**src/rtl/seq_control_unit.sv**
```systemverilog
// Multi-cycle control unit: sequences each accepted opcode through FETCH/DECODE/EXEC/MEM/WB
// and drives registered ALU op, datapath mux codes and write strobes for the valid cycles only.
module seq_control_unit #(
   parameter int OP_W        = 4,
   parameter int ALU_W       = 4,
   parameter int CL_W        = 6,
   parameter int MEM_TIMEOUT = 15
) (
   input  logic             clk,
   input  logic             rst,
   input  logic             instr_valid,
   output logic             instr_ready,
   input  logic [OP_W:0]    op_in,
   input  logic             flag_z,
   input  logic             flag_n,
   input  logic             mem_ready,
   output logic [ALU_W-1:0] opOut,
   output logic [CL_W-1:0]  cLines,
   output logic             regWrite,
   output logic             memWrite,
   output logic             memRead,
   output logic             WEtemp,
   output logic             WEinOut,
   output logic             pcLine,
   output logic             pc_en,
   output logic             busy,
   output logic             err
);

   localparam logic [OP_W-1:0] OPC_NOOP    = OP_W'(0);
   localparam logic [OP_W-1:0] OPC_ADD     = OP_W'(1);
   localparam logic [OP_W-1:0] OPC_SUB     = OP_W'(2);
   localparam logic [OP_W-1:0] OPC_NAND    = OP_W'(3);
   localparam logic [OP_W-1:0] OPC_SHL     = OP_W'(4);
   localparam logic [OP_W-1:0] OPC_SHR     = OP_W'(5);
   localparam logic [OP_W-1:0] OPC_MOV     = OP_W'(6);
   localparam logic [OP_W-1:0] OPC_IN      = OP_W'(7);
   localparam logic [OP_W-1:0] OPC_OUT     = OP_W'(8);
   localparam logic [OP_W-1:0] OPC_LOAD    = OP_W'(9);
   localparam logic [OP_W-1:0] OPC_STORE   = OP_W'(10);
   localparam logic [OP_W-1:0] OPC_LOADIMM = OP_W'(11);
   localparam logic [OP_W-1:0] OPC_BR      = OP_W'(12);
   localparam logic [OP_W-1:0] OPC_BRC     = OP_W'(13);
   localparam logic [OP_W-1:0] OPC_RETURN  = OP_W'(14);
   localparam logic [OP_W-1:0] OPC_BR_SUB  = OP_W'(15);

   localparam logic [CL_W-1:0] NOOP_C = CL_W'(6'h00);

   localparam int                CNT_W    = $clog2(MEM_TIMEOUT + 1);
   localparam logic [CNT_W-1:0] CNT_LAST = CNT_W'(MEM_TIMEOUT - 1);

   typedef enum logic [2:0] {S_FETCH, S_DECODE, S_EXEC, S_MEM, S_WB} state_t;

   function automatic logic [ALU_W-1:0] alu_of(input logic [OP_W-1:0] opc);
      case (opc)
         OPC_ADD, OPC_SUB, OPC_NAND, OPC_SHL, OPC_SHR, OPC_MOV: alu_of = ALU_W'(opc);
         default:                                               alu_of = ALU_W'(OPC_NOOP);
      endcase
   endfunction

   function automatic logic [CL_W-1:0] cl_of(input logic [OP_W-1:0] opc);
      case (opc)
         OPC_ADD:     cl_of = CL_W'(6'h01);
         OPC_SUB:     cl_of = CL_W'(6'h02);
         OPC_NAND:    cl_of = CL_W'(6'h03);
         OPC_SHL:     cl_of = CL_W'(6'h04);
         OPC_SHR:     cl_of = CL_W'(6'h05);
         OPC_MOV:     cl_of = CL_W'(6'h06);
         OPC_IN:      cl_of = CL_W'(6'h08);
         OPC_OUT:     cl_of = CL_W'(6'h10);
         OPC_LOAD:    cl_of = CL_W'(6'h12);
         OPC_STORE:   cl_of = CL_W'(6'h14);
         OPC_LOADIMM: cl_of = CL_W'(6'h09);
         OPC_BR:      cl_of = CL_W'(6'h20);
         OPC_BRC:     cl_of = CL_W'(6'h21);
         OPC_RETURN:  cl_of = CL_W'(6'h22);
         OPC_BR_SUB:  cl_of = CL_W'(6'h24);
         default:     cl_of = NOOP_C;
      endcase
   endfunction

   function automatic logic writes_reg(input logic [OP_W-1:0] opc);
      case (opc)
         OPC_ADD, OPC_SUB, OPC_NAND, OPC_SHL, OPC_SHR, OPC_MOV,
         OPC_IN, OPC_LOAD, OPC_LOADIMM: writes_reg = 1'b1;
         default:                       writes_reg = 1'b0;
      endcase
   endfunction

   state_t           state, state_d;
   logic [OP_W-1:0]  opc_q, opc_d;
   logic             brx_q, brx_d;
   logic [CNT_W-1:0] cnt, cnt_d;

   logic             instr_ready_d, busy_d, err_d, pc_en_d, pc_line_d;
   logic             reg_write_d, mem_write_d, mem_read_d, we_temp_d, we_in_out_d;
   logic [ALU_W-1:0] op_out_d;
   logic [CL_W-1:0]  c_lines_d;
   logic             in_flight;

   // Every output is registered from the next state, so it is valid in the same cycle the state is.
   always_comb begin
      // NOTE: every variable gets a default first so no path through the case infers a latch.
      state_d   = state;
      opc_d     = opc_q;
      brx_d     = brx_q;
      cnt_d     = cnt;
      err_d     = err;
      pc_en_d   = 1'b0;
      pc_line_d = 1'b1;

      case (state)
         S_FETCH: begin
            if (instr_ready && instr_valid) begin
               opc_d   = op_in[OP_W:1];
               brx_d   = op_in[0];
               state_d = S_DECODE;
            end
         end
         S_DECODE: state_d = S_EXEC;
         S_EXEC: begin
            cnt_d   = '0;
            state_d = (opc_q == OPC_LOAD || opc_q == OPC_STORE) ? S_MEM : S_WB;
            if (opc_q == OPC_BRC) pc_line_d = ~(brx_q ? flag_n : flag_z);
         end
         S_MEM: begin
            if (mem_ready) begin
               state_d = S_WB;
            end else if (cnt == CNT_LAST) begin
               // Abort: skip WB, step the PC past the faulting instruction.
               state_d = S_FETCH;
               err_d   = 1'b1;
               pc_en_d = 1'b1;
            end else begin
               cnt_d = cnt + CNT_W'(1);
            end
         end
         S_WB:    state_d = S_FETCH;
         default: state_d = S_FETCH;
      endcase

      in_flight     = (state_d != S_FETCH);
      instr_ready_d = ~in_flight;
      busy_d        = in_flight;
      op_out_d      = in_flight ? alu_of(opc_d) : ALU_W'(OPC_NOOP);
      c_lines_d     = in_flight ? cl_of(opc_d)  : NOOP_C;
      mem_read_d    = (state_d == S_MEM) && (opc_d == OPC_LOAD);
      mem_write_d   = (state_d == S_MEM) && (opc_d == OPC_STORE);
      reg_write_d   = (state_d == S_WB)  && writes_reg(opc_d);
      we_in_out_d   = (state_d == S_WB)  && (opc_d == OPC_OUT);
      we_temp_d     = (state_d == S_WB)  && (opc_d == OPC_BR_SUB);
      if (state_d == S_WB) pc_en_d = 1'b1;
   end

   always_ff @(posedge clk) begin
      // NOTE: sequential state uses non-blocking assignments so all registers update together.
      if (rst) begin
         state       <= S_FETCH;
         opc_q       <= OPC_NOOP;
         brx_q       <= 1'b0;
         cnt         <= '0;
         instr_ready <= 1'b0;
         opOut       <= ALU_W'(OPC_NOOP);
         cLines      <= NOOP_C;
         regWrite    <= 1'b0;
         memWrite    <= 1'b0;
         memRead     <= 1'b0;
         WEtemp      <= 1'b0;
         WEinOut     <= 1'b0;
         pcLine      <= 1'b1;
         pc_en       <= 1'b0;
         busy        <= 1'b0;
         err         <= 1'b0;
      end else begin
         state       <= state_d;
         opc_q       <= opc_d;
         brx_q       <= brx_d;
         cnt         <= cnt_d;
         instr_ready <= instr_ready_d;
         opOut       <= op_out_d;
         cLines      <= c_lines_d;
         regWrite    <= reg_write_d;
         memWrite    <= mem_write_d;
         memRead     <= mem_read_d;
         WEtemp      <= we_temp_d;
         WEinOut     <= we_in_out_d;
         pcLine      <= pc_line_d;
         pc_en       <= pc_en_d;
         busy        <= busy_d;
         err         <= err_d;
      end
   end

endmodule

```
**config.mk**
```make
export PLATFORM = sky130hd
export DESIGN_NAME = seq_control_unit
export DESIGN_NICKNAME = d
export VERILOG_FILES = /design/src/rtl/seq_control_unit.sv
export SDC_FILE = /design/constraint.sdc
export NUM_CORES = 1
export LEC_CHECK = 0
export ABC_CLOCK_PERIOD_IN_PS = 4150
export BUFFER_PORTS_ARGS = -buffer_cell sky130_fd_sc_hd__clkbuf_2
export CELL_PAD_IN_SITES_DETAIL_PLACEMENT = 0
export CELL_PAD_IN_SITES_GLOBAL_PLACEMENT = 1
export CORE_MARGIN = 1.5
export CORE_UTILIZATION = 40
export CTS_CLUSTER_SIZE = 12
export DETAILED_ROUTE_END_ITERATION = 8
export MAX_ROUTING_LAYER = met4
export PLACE_DENSITY_LB_ADDON = 0.1
export SETUP_SLACK_MARGIN = 0.15
export SYNTH_ARGS = -nofsm -noshare
export SYNTH_HDL_FRONTEND = slang
export SYNTH_SLANG_ARGS = --single-unit
```
**constraint.sdc**
```tcl
create_clock -name clk -period 4.15 [get_ports clk]
set_input_delay 0.415 -clock clk [delete_from_list [all_inputs] [get_ports clk]]
set_output_delay 0.415 -clock clk [all_outputs]
set_load 0.02 [all_outputs]
```
==> results of run 1 <==
registers in the layout, indices dropped and copies added, names as in the netlist, 3 cells and up:
| name | flops |
|---|---|
| cnt | 4 |
| state | 3 |
| opc_q | 4 |
| cLines | 6 |
| opOut | 4 |
logic make-up (layout without fill, tap and decap cells):
logic type	Yosys count	after routing	synth area share, %
buf+inv	23	46	6.96
mux	9	9	5.71
flops	32	32	40.1
compound gates	40	40	16.8
xor+xnor	3	3	1.64
other cells	1	1	0.235
simple gates	70	70	27.0
fa+ha+maj	2	2	1.56
cells in the final DEF (no fill, tap or decap), drive strengths merged, types with 5 or more instances in the layout:
cell    synthesis  final
clkbuf          6     35
dfxtp          32     32
nand2          18     18
a21oi          12     12
nor2           11     11
inv             8      8
mux2i           8      8
nor3            8      8
a211oi          7      7
nand2b          6      6
nand3           5      5
stage by stage:
stage / util (%) / area, sq um
detailed placement: 46.2 / 1730
finish: 49.1 / 1840
floorplan: - / 1600
global route: 49.1 / 1840
CTS: 49.1 / 1840
global placement: 46.2 / 1730
where the power goes:
| part | total (uW) | internal (uW) | switching (uW) |
|---|---|---|---|
| clock | 297 | 178 | 120 |
| sequential | 321 | 313 | 8.32 |
| combinational | 65.2 | 25.1 | 40.1 |
| total | 684 | 516 | 168 |
worst max-delay path by stage:
stage               startpoint       end  slack [ps]  depth (start not counted)
floorplan               cnt[0]  opOut[0]        2580                          6
global placement        cnt[0]  opOut[0]        2420                          6
detailed placement      cnt[0]  opOut[0]        2330                          6
CTS                     cnt[0]  opOut[0]        2290                          6
global route            cnt[0]  opOut[0]        2110                          6
finish                  cnt[0]  opOut[0]        2300                          6
area by class of cell:
class / count / area (sq um) / area share (%)
tap: 48 / 60.1 / 3.27
multi-input combinational: 125 / 847 / 46.1
sequential: 32 / 641 / 34.8
clock inverter: 3 / 42.5 / 2.31
inverter: 8 / 30.0 / 1.63
clock buffer: 5 / 68.8 / 3.74
timing repair buffer: 30 / 150 / 8.16
routing by layer:
layer | wire (um) | track usage (%) | share of wire, %
met4 | 53 | 6.12 | 1.4
met2 | 1530 | 26.4 | 42
met1 | 1930 | 26.9 | 52
met3 | 164 | 5.28 | 4.5
met5 | 0 | - | 0
worst min-delay path: cells and delay by family:
kind	cells	cell delay, ps
buffers and inverters	1	80
and+or+nand+nor	1	50
AOI/OAI and AO/OA	1	50
==> key figures, run 1 <==
Routing
  • Avg WL per Cell: 14.6 um
  • Vias: 1,348
  • Vias per cell: ~5.4
  • Remaining antenna violation count: 0
  • Initial DRC Count: 66
  • Residual DRC count: 0
  • WL final: between 3 and 4 mm
  • Drt first pass iters: 4

Min path
  • Hold path depth: 3
  • Hold path endpoint: brx_q
  • Hold Crit Class: in -> reg
  • Hold path start: op_in[0]

Timing
  • Final hold vios: 0
  • Post-route setup slack: 2300 ps
  • Worst Skew: a little over 8 ps
  • Fmax: between 500 and 600 MHz
  • Min Hold Slack: roughly 360 ps
  • RSZ-0062 raised after global routing: no
  • TNS Setup: 0 ps
  • Part of the cycle the worst path needs: between 40% and 50%
  • Final max-slew violation count: 0
  • Setup violations, final: 0
  • Tmin final: 1850 ps

Setup path
  • Reg2Reg Depth: 6
  • Crit-path max cell delay: around 420 ps
  • CP Max Fanout: 9
  • Worst reg2reg setup slack: approximately 2300 ps
  • CP Class: reg -> reg
  • CP cell instances: inv_1 > ha_1 > and3_1 > a31oi_1 > nand2_2 > nor4b_1
  • Crit. End Element: flop
  • Crit-path leading delay family: simple AND/OR/NAND/NOR gates
  • Slowest CP cell: dfxtp_1
  • Worst Path Arrival: between 2000 and 2500 ps
  • RR Endpoint: opOut[0]
  • Reg2reg start: cnt[0]
  • Critical path buffers and inverters: 1
  • CP Launch Type: flop
  • CP required: approximately 4300 ps

CTS
  • H-tree depth: 2
  • Cts bufs inserted: 5
  • Post-CTS Setup Inserts: 0
  • Bufs on Longest Clock Path: 2
  • CTS tree: done
  • CTS sink count: 32
  • Clock root buffer: clkbuf_8
  • Post_cts resized: 0
  • Hold-fix buffers at CTS: 0
  • Clock-pin slew of the registers on the worst-case setup and hold paths: about 70 ps
  • Clk Latency, worst-skew pair: 280 ps

Final layout
  • Layout cells sized above 1: between 20% and 30%
  • Final Non-Filler Cells: between 200 and 300
  • Ant diodes: 0
  • Area growth syn-to-layout: 15.0%
  • Nets: between 200 and 250
  • Fillers: about 370

Status
  • Status: completed

Global routing
  • Vias in the first global route: ~1,300
  • Largest net degree at the start of global routing: 20
  • Overall global routing resource usage: between 10% and 20%
  • Initial antenna violation count: 0
  • Overflow after GRT: 0
  • First-pass GRT wire length: 6.21 mm

Yosys
  • Area contributors post-synth: dfxtp_1, mux2i_1, nand2_1, a21oi_1, a211oi_1
  • Ys flop type: dfxtp_1
  • Netlist cell types: 52
  • Post-Synthesis Cells: 180
  • Post-synth top cells: dfxtp_1, nand2_1, a21oi_1, nor2_1
  • Mean Syn Cell Area: 8.88 sq um
  • Yosys reg bits: 32
  • Synthesized area: between 0.0015 and 0.002 sq mm
  • EDFF count, synth: 0
  • Synth area leader: dfxtp_1
  • Dominant cell by count in the synthesized netlist: dfxtp_1
  • Ys Warns: 0
  • Post-synthesis sequential area ratio: 40.1%
  • Share of the synthesized area in the top cell type: 40.1%
  • Synth Net Count: a little under 200
  • Asr flop ratio synth: 0%

Floorplan
  • Chip width: approximately 66 um
  • DIE HEIGHT: 66.2 um
  • Io pins: 31
  • Initial Util: between 40% and 50%
  • Row cnt: 22
  • DIE AREA: around 0.0044 sq mm
  • Area of the core: roughly 0.0037 sq mm

Placed design
  • Pre-CTS setup slack: approximately 2300 ps
  • Final Wtd Congestion: slightly above 0.9
  • Detailed Place HPWL: about 2.6 mm
  • Port buffer count: 30
  • Placed insts: 243

Pwr
  • Worst IR Drop VDD: 0.162 mV
  • Power Density: roughly 370 mW/mm^2
  • Total chip power: between 600 and 700 uW
  • Static Leak: 0.000731 uW

Run
  • Max-cap violations: 0
Power figures use the tool's default switching activity.
==> run 2, diff against run 1 <==
Settings changed: ABC_AREA set to 1, ABC_CLOCK_PERIOD_IN_PS 4150 to 1600, CORE_UTILIZATION 40 to 35.
Clock period 4.15 ns to 1.6 ns, I/O delays scaled along.
==> run 2 against run 1 <==
Effect of this change:
- clock power rose to 2.6 times the previous value
- count of clock-buffer cells in the layout unchanged
- non-clock buffer count increased by 8
- synthesized cell count is 8.3% higher
- worst setup slack got worse by 2100 ps
- register-to-register slack got worse by 2100 ps
- power rose to 2.9 times the previous value
- synthesized area down 6.6%
- critical path depth increased by 3
- first-iteration DRC count is 17% lower
- sequential cell count unchanged
- cell area increased by 4.7%
==> key figures, run 2 <==
Timing
  • Fmax: between 700 and 800 MHz
  • Setup violations, final: 0
  • Worst Skew: 5.66 ps
  • Part of the cycle the worst path needs: between 80% and 90%
  • TNS Setup: 0 ps
  • RSZ-0062 raised after global routing: yes
  • Post-route setup slack: 186 ps
  • Tmin final: between 1000 and 1500 ps
  • Final hold vios: 0
  • Final max-slew violation count: 0

Setup path
  • RR Endpoint: regWrite
  • Reg2reg start: state[0]
  • Worst reg2reg setup slack: about 190 ps
  • CP Max Fanout: 5
  • CP Launch Type: flop
  • Critical path's most frequent cell: nor2_4
  • CP required: ~1800 ps
  • CP cell instances: nor2_4 > buf_4 > nand4_1 > nand2_4 > nand2_2 > nor2_4 > inv_1 > nand3_1 > nor2_1
  • Slowest CP cell: dfxtp_4
  • Crit. End Element: flop
  • Reg2Reg Depth: 9
  • Crit-path leading delay family: simple AND/OR/NAND/NOR gates
  • Worst Path Arrival: approximately 1600 ps
  • Crit-path max cell delay: between 300 and 400 ps
  • CP Class: reg -> reg
  • Critical path buffers and inverters: 2

Yosys
  • XOR/XNOR share of the synthesized area: less than 1%
  • Synth area leader: dfxtp_1
  • Dominant cell by count in the synthesized netlist: nand2_1
  • EDFF count, synth: 0
  • Synth Net Count: 208
  • Asr flop ratio synth: 0%
  • Largest family of logic cells by synthesized area: simple AND/OR/NAND/NOR gates
  • Compound-Gate Fraction of Synth Area: under 10%
  • Synthesized area: 0.00149 sq mm
  • Simple-gate share of the synthesized area: approximately two fifths
  • Ys flop type: dfxtp_1
  • Synth Area in Adders: ~1.7%
  • Ys Warns: 0
  • Netlist cell types: 29
  • Multiplexer share of the synthesized area: 0%
  • Post-Synthesis Cells: 195
  • Post-synth top cells: nand2_1, dfxtp_1, nor2_1, inv_1, nand2_2
  • Yosys reg bits: 32
  • Share of the synthesized area in the top cell type: a little over two fifths
  • Post-synthesis sequential area ratio: 42.9%
  • Area contributors post-synth: dfxtp_1, nand2_1, nor2_1, nand2_2, inv_1
  • Mean Syn Cell Area: 7.66 sq um

Routing
  • Residual DRC count: 0
  • Drt first pass iters: 4
  • Avg WL per Cell: 11.8 um
  • Vias: 1,348
  • Vias per cell: ~4.6
  • Initial DRC Count: between 50 and 60
  • WL final: 3.41 mm
  • Remaining antenna violation count: 0

Status
  • Status: completed

Min path
  • Hold path start: flag_z
  • Hold Crit Class: in -> reg
  • Hold path endpoint: pcLine
  • Hold path depth: 2

Floorplan
  • Io pins: 31
  • DIE HEIGHT: just under 70 um
  • Row cnt: 23
  • Chip width: 68.3 um
  • Area of the core: ~0.0041 sq mm
  • Initial Util: a little under two fifths
  • DIE AREA: 0.00467 sq mm

Global routing
  • Vias in the first global route: 1,202
  • Initial antenna violation count: 0
  • Overall global routing resource usage: ~17%
  • Overflow after GRT: 0
  • Largest net degree at the start of global routing: 12
  • First-pass GRT wire length: roughly 5.4 mm

Final layout
  • Max FFs per register: 6
  • Final Non-Filler Cells: 290
  • Most flops, register: cLines
  • Commonest cells after routing, fill and taps aside: nand2_1, clkbuf_2, nor2_1
  • Layout cells sized above 1: 38.8%
  • Fillers: 407
  • Commonest non-fill, non-tap cell in the layout: nand2_1
  • Nets: ~250
  • Ant diodes: 0
  • Area growth syn-to-layout: 28.9%

CTS
  • Clock-pin slew of the registers on the worst-case setup and hold paths: 70 ps
  • CTS sink count: 32
  • CTS tree: done
  • Bufs on Longest Clock Path: 2
  • Cts bufs inserted: 5
  • Clk Latency, worst-skew pair: around 280 ps
  • Clock root buffer: clkbuf_8
  • H-tree depth: 2

Placed design
  • Placed insts: about 280
  • Detailed Place HPWL: ~2.6 mm
  • Final Wtd Congestion: 0.748
  • Pre-CTS setup slack: roughly 100 ps
  • Port buffer count: 30

Pwr
  • Worst IR Drop VDD: 0.421 mV
  • Total chip power: 1960 uW
  • Static Leak: 0.000914 uW
  • Power Density: around 1000 mW/mm^2

Run
  • Max-cap violations: 0
run 2: per-layer routing:
metal	GRT usage (%)	wire length, um
met5	-	0
met4	6.75	46
met3	3.95	134
met2	27.1	1660
met1	19.4	1570
run 2: repair_timing:
| action | CTS | global route |
|---|---|---|
| pin swaps | 0 | 5 |
| endpoints found under the setup margin | 6 | 14 |
| endpoints found under the hold margin | 0 | 0 |
| setup buffers | 0 | 7 |
| gates resized for setup | 3 | 16 |
| hold buffers | 0 | 0 |
run 2: layout make-up:
class                           instances  area [sq um]  area share (%)
Multi-Input combinational cell        137           790            41.0
Sequential cell                        32           653            33.9
Timing Repair Buffer                   38           210            10.9
Inverter                               25          98.8            5.13
Clock buffer                            5          68.8            3.57
Tap cell                               50          62.6            3.25
Clock inverter                          3          42.5            2.21
run 2: power by group:
part | total (uW) | switching, uW | internal [uW]
logic | 334 | 215 | 119
clock network | 785 | 324 | 461
registers | 844 | 22.2 | 822
run 2: worst max path at each step:
stage | cells past startpoint | startpoint | endpoint
final | 9 | state[0] | regWrite
after global routing | 8 | state[0] | cLines[2]
after CTS | 7 | state[1] | regWrite
after detailed placement | 9 | state[0] | regWrite
after global placement | 9 | state[0] | regWrite
after floorplan | 9 | instr_ready | regWrite
run 2: cells by family after synthesis:
group	count (synthesis)
compound gates	16
flops	32
other cells	1
buf+inv	26
simple gates	117
fa+ha+maj	2
xor+xnor	1
run 2: per-stage QoR:
stage	utilization, %	hold slack [ps]	cell area, sq um
floorplan	-	237	1490
global placement	42.2	390	1710
detailed placement	42.2	395	1710
CTS	45.0	86.2	1830
global route	47.5	87.9	1930
finish	47.5	90.5	1930
==> run 3, diff against run 2 <==
Settings changed: ABC_AREA 1 to unset, CORE_UTILIZATION 35 to 36.
==> run 3 against run 2 <==
Effect of this change:
- utilization grew 2.4 points
- cell area grew 12%
- worst setup slack worse by 22 ps
- via count up 7.9%
- fmax decreased by 1.5%
- final cell count is 4.5% lower
- largest cell class unchanged
- non-clock buffer count grew 13
- highest routed layer unchanged
- register-to-register slack lost 20 ps
- first-iteration DRC count decreased by 16%
==> key figures, run 3 (synthesis results as in run 1) <==
Setup path
  • Crit-path leading delay family: simple AND/OR/NAND/NOR gates
  • Crit. End Element: flop
  • CP cell instances: nand4bb_4 > nor2_4 > mux2i_2 > nor4b_2
  • Critical path buffers and inverters: 0
  • CP Max Fanout: 6
  • Slowest CP cell: dfxtp_2
  • Worst Path Arrival: approximately 1600 ps
  • Crit-path max cell delay: 320 ps
  • CP Launch Type: flop
  • CP Class: reg -> reg
  • CP required: 1800 ps

Min path
  • Hold Crit Class: in -> reg

Routing
  • Vias: roughly 1,500
  • Vias per cell: roughly 5.2
  • Initial DRC Count: 46
  • WL final: 4.39 mm
  • Drt first pass iters: 4
  • Remaining antenna violation count: 0
  • Avg WL per Cell: 15.8 um
  • Residual DRC count: 0

Final layout
  • Area of the multi-input gates: ~980 sq um
  • Final cell utilization of the core: ~50%
  • Fillers: between 400 and 500
  • Seq. cell area: about 640 sq um
  • Commonest non-fill, non-tap cell in the layout: clkbuf_2
  • Area growth syn-to-layout: 34.8%
  • Most flops, register: cLines
  • Layout cells sized above 1: 39.1%
  • Final Non-Filler Cells: between 200 and 300
  • Max FFs per register: 6
  • Nets: between 200 and 250
  • Ant diodes: 0
  • Commonest cells after routing, fill and taps aside: clkbuf_2, dfxtp_1, nand2_1

Placed design
  • Port buffer count: 30
  • Placed insts: roughly 260
  • Detailed Place HPWL: 2.96 mm
  • Final Wtd Congestion: 0.846

Global routing
  • First-pass GRT wire length: 6.95 mm
  • Overall global routing resource usage: between 10% and 20%
  • Initial antenna violation count: 0
  • Overflow after GRT: 0
  • Vias in the first global route: about 1,500
  • Largest net degree at the start of global routing: 13

Floorplan
  • Row cnt: 24
  • Chip width: between 60 and 70 um
  • Area of the core: roughly 0.0043 sq mm
  • DIE HEIGHT: 69.6 um
  • DIE AREA: between 0.004 and 0.005 sq mm
  • Io pins: 31
  • Initial Util: 37.0%

Timing
  • Final hold vios: 0
  • Setup violations, final: 0
  • Final max-slew violation count: 0
  • Tmin final: ~1400 ps
  • RSZ-0062 raised after global routing: yes
  • Worst Skew: between 4 and 5 ps
  • Fmax: just under 700 MHz
  • TNS Setup: 0 ps
  • Part of the cycle the worst path needs: about 90%

CTS
  • Clock root buffer: clkbuf_8
  • CTS sink count: 32
  • Hold-fix buffers at CTS: 0
  • Clock-pin slew of the registers on the worst-case setup and hold paths: approximately 70 ps
  • H-tree depth: 2
  • Cts bufs inserted: 5
  • Clk Latency, worst-skew pair: 290 ps
  • CTS tree: done
  • Bufs on Longest Clock Path: 2

Pwr
  • Worst IR Drop VDD: about 0.36 mV
  • Power Density: between 800 and 900 mW/mm^2
  • Static Leak: between 0.0008 and 0.0009 uW

Status
  • Status: completed

Run
  • Max-cap violations: 0
[run 3: changes by cell type in the layout (fill, tap and decap cells not counted), moves of 6 or more]
cell / previous run / this run
nand2_1: 37 / 18
a21oi_1: 5 / 11
buf_4: 8 / 17
nor2_1: 27 / 10
nand2_2: 16 / 0
inv_1: 19 / 7
[run 3: area by class of cell]
class	count	area share [%]
clock buffer	6	3.37
clock inverter	2	1.63
tap	52	3.02
sequential	32	29.9
multi-input combinational	126	45.3
timing repair buffer	51	15.4
inverter	8	1.39
[run 3: metal layers]
metal | share of wire (%) | up-vias | GRT usage (%)
met5 | 0 | - | -
met4 | 1.3 | 0 | 7.05
met1 | 44 | 701 | 21.6
met3 | 2.7 | 6 | 4.51
li1 | - | 730 | -
met2 | 52 | 17 | 31.6
[run 3: worst register-to-register path, delay by kind of cell, from the launching register on]
kind,cells,cell delay (ps)
AND/OR/NAND/NOR,3,720
multiplexers,1,320
flip-flops,1,320
[run 3: timing repair]
action                                  in CTS  in global routing
endpoints found under the setup margin      10                 17
gates cloned                                 1                  0
pin swaps                                    2                  9
hold endpoints to repair                     0                  0
gates resized for setup                      7                 21
setup buffers                                4                  3
[run 3: power breakdown]
group	switching (uW)	leakage [uW]	total (uW)	internal, uW
combinational	141	0.000534	247	106
clock	302	0.0000552	764	462
sequential	11.0	0.000260	823	812
[run 3: path summary, 6_finish.rpt]
check / cells past startpoint / to / slack [ps] / start
hold reg to reg: 2 / brx_q / 480 / brx_q
hold / removal: 3 / brx_q / 90 / op_in[0]
setup / recovery: 4 / opOut[0] / 160 / state[0]
setup reg to reg: 4 / opOut[0] / 160 / state[0]
[run 3: per-stage QoR]
stage / setup slack, ps / total power (uW) / hold WS, ps / instance area (sq um)
5_1_grt: 80.4 / 1900 / 100 / 2160
3_5_place_dp: 11.6 / 1040 / 395 / 1850
6_report: 164 / 1830 / 92.8 / 2160
3_3_place_gp: 48.0 / 1040 / 387 / 1850
2_1_floorplan: 151 / 980 / 296 / 1610
4_1_cts: 132 / 1840 / 89.7 / 2040
